File: src/rtl/inv_roundadd_kbuf.sv
// Inverse AddRoundKey stage: buffers the 11 round keys and
// applies them in reverse round order, one round per cycle.
module inv_roundadd_kbuf #(
   parameter int NR = 10,
   parameter int KW = 128
) (
   input  logic          clk,
   input  logic          rst,
   input  logic          key_wr_en,
   input  logic [3:0]    key_wr_idx,
   input  logic [KW-1:0] key_wr_data,
   input  logic          clear_in,
   input  logic [KW-1:0] data_in,
   input  logic          start_in,
   input  logic [3:0]    round_in,
   output logic [KW-1:0] data_out,
   output logic          ready_out,
   output logic          done_out,
   output logic [3:0]    expect_round,
   output logic          key_err,
   output logic          seq_err
);

   localparam logic [3:0] LAST = 4'(NR);

   typedef enum logic {IDLE, RUN} state_t;

   state_t        state;
   state_t        state_nx;
   logic [3:0]    exp_nx;
   logic [KW-1:0] keys [NR+1];
   logic [NR:0]   vld;
   logic          accept;
   logic          wr_ok;
   logic          wr_bad;
   logic          last_rnd;

   always_comb begin
      state_nx = state;
      exp_nx   = expect_round;
      accept   = 1'b0;
      last_rnd = 1'b0;
      wr_ok    = key_wr_en && (key_wr_idx <= LAST) && !clear_in;
      wr_bad   = key_wr_en && (key_wr_idx > LAST) && !clear_in;
      if (clear_in) begin
         state_nx = IDLE;
         exp_nx   = LAST;
      end else if (start_in && (round_in == expect_round)
                   && vld[expect_round]) begin
         accept = 1'b1;
         unique case (1'b1)
            (round_in == LAST): begin
               state_nx = RUN;
               exp_nx   = LAST - 4'd1;
            end
            (round_in == 4'd0): begin
               state_nx = IDLE;
               exp_nx   = LAST;
               last_rnd = 1'b1;
            end
            default: exp_nx = expect_round - 4'd1;
         endcase
      end
   end

   // Key storage is not reset; the valid mask gates every use.
   always_ff @(posedge clk) begin
      if (wr_ok) keys[key_wr_idx] <= key_wr_data;
   end

   always_ff @(posedge clk or negedge rst) begin
      if (!rst) begin
         state        <= IDLE;
         expect_round <= LAST;
         data_out     <= '0;
         ready_out    <= 1'b0;
         done_out     <= 1'b0;
         key_err      <= 1'b0;
         seq_err      <= 1'b0;
         vld          <= '0;
      end else begin
         state        <= state_nx;
         expect_round <= exp_nx;
         ready_out    <= accept;
         done_out     <= last_rnd;
         if (accept) data_out <= data_in ^ keys[expect_round];
         if (clear_in) begin
            vld     <= '0;
            key_err <= 1'b0;
            seq_err <= 1'b0;
         end else begin
            if (wr_ok) vld[key_wr_idx] <= 1'b1;
            if (wr_bad) key_err <= 1'b1;
            if (start_in && !accept) seq_err <= 1'b1;
         end
      end
   end

endmodule
File: config.mk
export PLATFORM = sky130hd
export DESIGN_NAME = inv_roundadd_kbuf
export DESIGN_NICKNAME = d
export VERILOG_FILES = /design/src/rtl/inv_roundadd_kbuf.sv
export SDC_FILE = /design/constraint.sdc
export NUM_CORES = 2
export LEC_CHECK = 0
export BUFFER_PORTS_ARGS = -buffer_cell sky130_fd_sc_hd__buf_2
export CAP_MARGIN = 20
export CELL_PAD_IN_SITES_DETAIL_PLACEMENT = 1
export CELL_PAD_IN_SITES_GLOBAL_PLACEMENT = 1
export CORE_MARGIN = 4
export CORE_UTILIZATION = 52
export CTS_BUF_LIST = sky130_fd_sc_hd__clkbuf_2
export DETAILED_ROUTE_END_ITERATION = 8
export HOLD_SLACK_MARGIN = 0.03
export PLACE_DENSITY_LB_ADDON = 0.1
export SYNTH_ARGS = -nofsm -noshare
export SYNTH_HDL_FRONTEND = slang
export SYNTH_SLANG_ARGS = --single-unit
File: constraint.sdc
create_clock -name clk -period 3.3 [get_ports clk]
set_clock_uncertainty 0.2 [all_clocks]
set_input_delay 0.33 -clock clk [delete_from_list [all_inputs] [get_ports clk]]
set_output_delay 0.33 -clock clk [all_outputs]
set_load 0.01 [all_outputs]
==> reports/results.ini <==
[synthesis]
avgSynthCellArea_um2=17.46
netlist_area_mm2=0.06068
synth_area_leaders=edfxtp_1 70%, mux2i_1 11%, dfrtp_1 6.0%, o22ai_1 2.6%, xnor2_1 1.9%
synth_ff_type=edfxtp_1
ys_types=47
synth-async-reset-ratio=0.09453
netlist.area_leader.share=0.6967
synth_edf_count=1408
synth_seq_cells=1555
syn_nets=3745
synth_most_common_cell=edfxtp_1
syn_inst=3475
ys_top_cells_by_count=1408 x edfxtp_1, 644 x mux2i_1, 256 x o22ai_1
ys_seq_area_frac=0.7574
synth_top_area_cell=edfxtp_1
yosys_warnings=0

[route]
drt_iter0_drc=3432
avgRoutedWirePerCell_um=29.36
first_pass_iters=5
wirelength_um=202100
vias_per_cell=5.888
route.detailed.drc=0
drtAntennaViolNets=0
via_count=40520

[place]
dpl_cell_area_mm2=0.06572
place_congestion=0.8048
placement.io_buffers=404
placed_cells=5353
dp.final_hpwl_um=93290

[critical_path]
crit_fanout=28
path_class=reg2reg
crit_path_end_kind=flip-flop
crit_required_ps=4640
crit_path_start_kind=flip-flop
critical_path_arrival_ps=4640

[die]
dieArea_mm2=0.1222
coreArea_mm2=0.1160
die_w_um=349.6
io-pin-count=405
rows=125
die-height_um=349.6
initial_core_util=0.5229

[clocking]
cts_buffers=394
cts_tree=yes
clock_sinks=1555
clk_pin_slew_worst_paths_ps=110
clk_latency_ps=1650
htree_levels=5
cts_buffer_depth=4
cts-root-buf=clkbuf_2

[global_routing]
antenna_found_initial=8
met1_usage=0.4046
grt_max_degree=87
grt_pass1_vias=45910
grt_pass1_wl_um=296800
grt.busiest_layer=met2
track_usage=0.3287
grt_use_met3=0.06428
grtUsageMet2=0.5726
grt_overflow=0

[pwr]
combPwrFrac=0.052
leakage_uw=0.02813
powerDensity_mw_per_mm2=474.9
ir_worst_vdd_mv=0.3391
power_uw=36990
clkPwrFrac=0.358
sw_frac_of_total=0.2524
internal_power_uw=27650
p_sw_uw=9337
pwr-share-seq=0.590

[timing]
final.setup.tns_ps=-0.4121
slew_headroom=0.2710
worstMarginPinSlew_ps=1093
fmax_ghz=0.3030
setup_viol_count_final=1
maxSlewViolCount=0
finalCritPeriodShare=1.000
hold_viol_final=0
setup_ws_ps=-0.4121
holdWs_ps=292.8
period_needed_ps=3300

[run_status]
violations=setup timing
status=finished, violations left

[finish]
syn2layout_area_growth_pct=28.35
fin_area_mm2=0.07789
regArea_mm2=0.04598
layout.nets=5331
drive_above_1_share=0.2501
finalNonFillerCells=6883
nFillCells=10500
multiInputGateArea_mm2=0.01391

[worst_hold_path]
hp-class=reg2reg

[run]
cap_violations=0

## per-stage QoR
step	setup WS (ps)	util
after global routing	-38.23	0.6712
after floorplan	-1453	-
after global placement	92.57	0.5663
after CTS	-22.02	0.6692
final	-0.4121	0.6712
after detailed placement	-2.262	0.5663
## layer usage
metal	wire length [um]	part of all wire
met5	27	0.00013
met4	7643	0.038
met3	14170	0.070
met2	104300	0.52
met1	75940	0.38
## worst max-delay path: stages (launching register included)
cell           delay, ps
dfrtp_4              530
buf_4                180
buf_8                180
nand3b_1             190
buf_12               220
buf_16               230
o22ai_1              130
a211oi_2             360
xnor2_2              140
dlygate4sd3_1        570
mux2_2               270
## power groups by stage
| stage | clock network [uW] | registers, uW | logic (uW) |
|---|---|---|---|
| final | 13300 | 21800 | 1910 |
| after global routing | 14700 | 21800 | 2020 |
| after CTS | 12800 | 21800 | 1790 |
| after detailed placement | 0 | 22200 | 1020 |
| after global placement | 0 | 22200 | 952 |
| after floorplan | 0 | 22300 | 318 |
## path summary, 6_finish.rpt
kind / depth (start not counted) / start / end / slack [ps]
max reg2reg: 10 / expect_round[0] / data_out[119] / -0.4
min in group asynchronous: 6 / rst / data_out[112] / 710
max: 10 / expect_round[0] / data_out[119] / -0.4
min reg2reg: 1 / vld[8] / vld[8] / 290
max in group asynchronous: 7 / rst / data_out[52] / 1280
min: 1 / vld[8] / vld[8] / 290
## cell type report
class	instances	share of cell area
Multi-Input combinational cell	1712	0.1786
Clock inverter	85	0.004916
Timing Repair Buffer	1393	0.1626
Sequential cell	1555	0.5903
Inverter	5	0.0002410
Antenna cell	6	0.0001928
Clock buffer	603	0.03875
Tap cell	1524	0.02448
## sequential cells by signal (all words and copies together), names as in the netlist
signal / count
data_out: 128
ready_out: 1
vld: 11
expect_round: 4
seq_err: 1
done_out: 1
keys: 1408
key_err: 1
## logic make-up after synthesis
group / count (synthesis) / synth area share
flip-flops: 1555 / 0.7574
buffers and inverters: 208 / 0.01641
adder cells (fa/ha/maj): 1 / 0.0002062
multiplexers: 752 / 0.1263
XOR/XNOR: 132 / 0.01905
AO/OA/AOI/OAI: 588 / 0.06241
AND/OR/NAND/NOR: 239 / 0.01825
## timing repair
| item | in CTS | in global routing |
|---|---|---|
| resized for setup | 16 | 17 |
| setup endpoints to repair | 3 | 155 |
| cloned | 7 | 4 |
| endpoints found under the hold margin | 3110 | 1 |
| hold buffers | 810 | 1 |
| pin swaps | 0 | 4 |
| buffers inserted | 11 | 5 |
## cell usage in the layout, fill, tap and decap left out, types with 6 or more instances in the layout
master / instances
a211oi_1: 101
a211oi_2: 6
a21o_1: 13
a21oi_1: 7
a41o_1: 21
buf_12: 60
buf_16: 8
buf_2: 402
buf_4: 97
buf_6: 8
bufbuf_16: 7
clkbuf_2: 603
clkinv_1: 69
clkinv_2: 6
dfrtp_1: 143
diode_2: 6
dlygate4sd3_1: 806
edfxtp_1: 1408
inv_2: 7
mux2_1: 10
mux2_2: 98
mux2i_1: 644
nand2_1: 153
nor2_1: 7
nor2_4: 7
nor2b_1: 22
o21ai_0: 153
o22ai_1: 254
o31a_1: 21
or4_1: 22
xnor2_1: 129
Note: power is estimated with default switching activity, not from simulation.
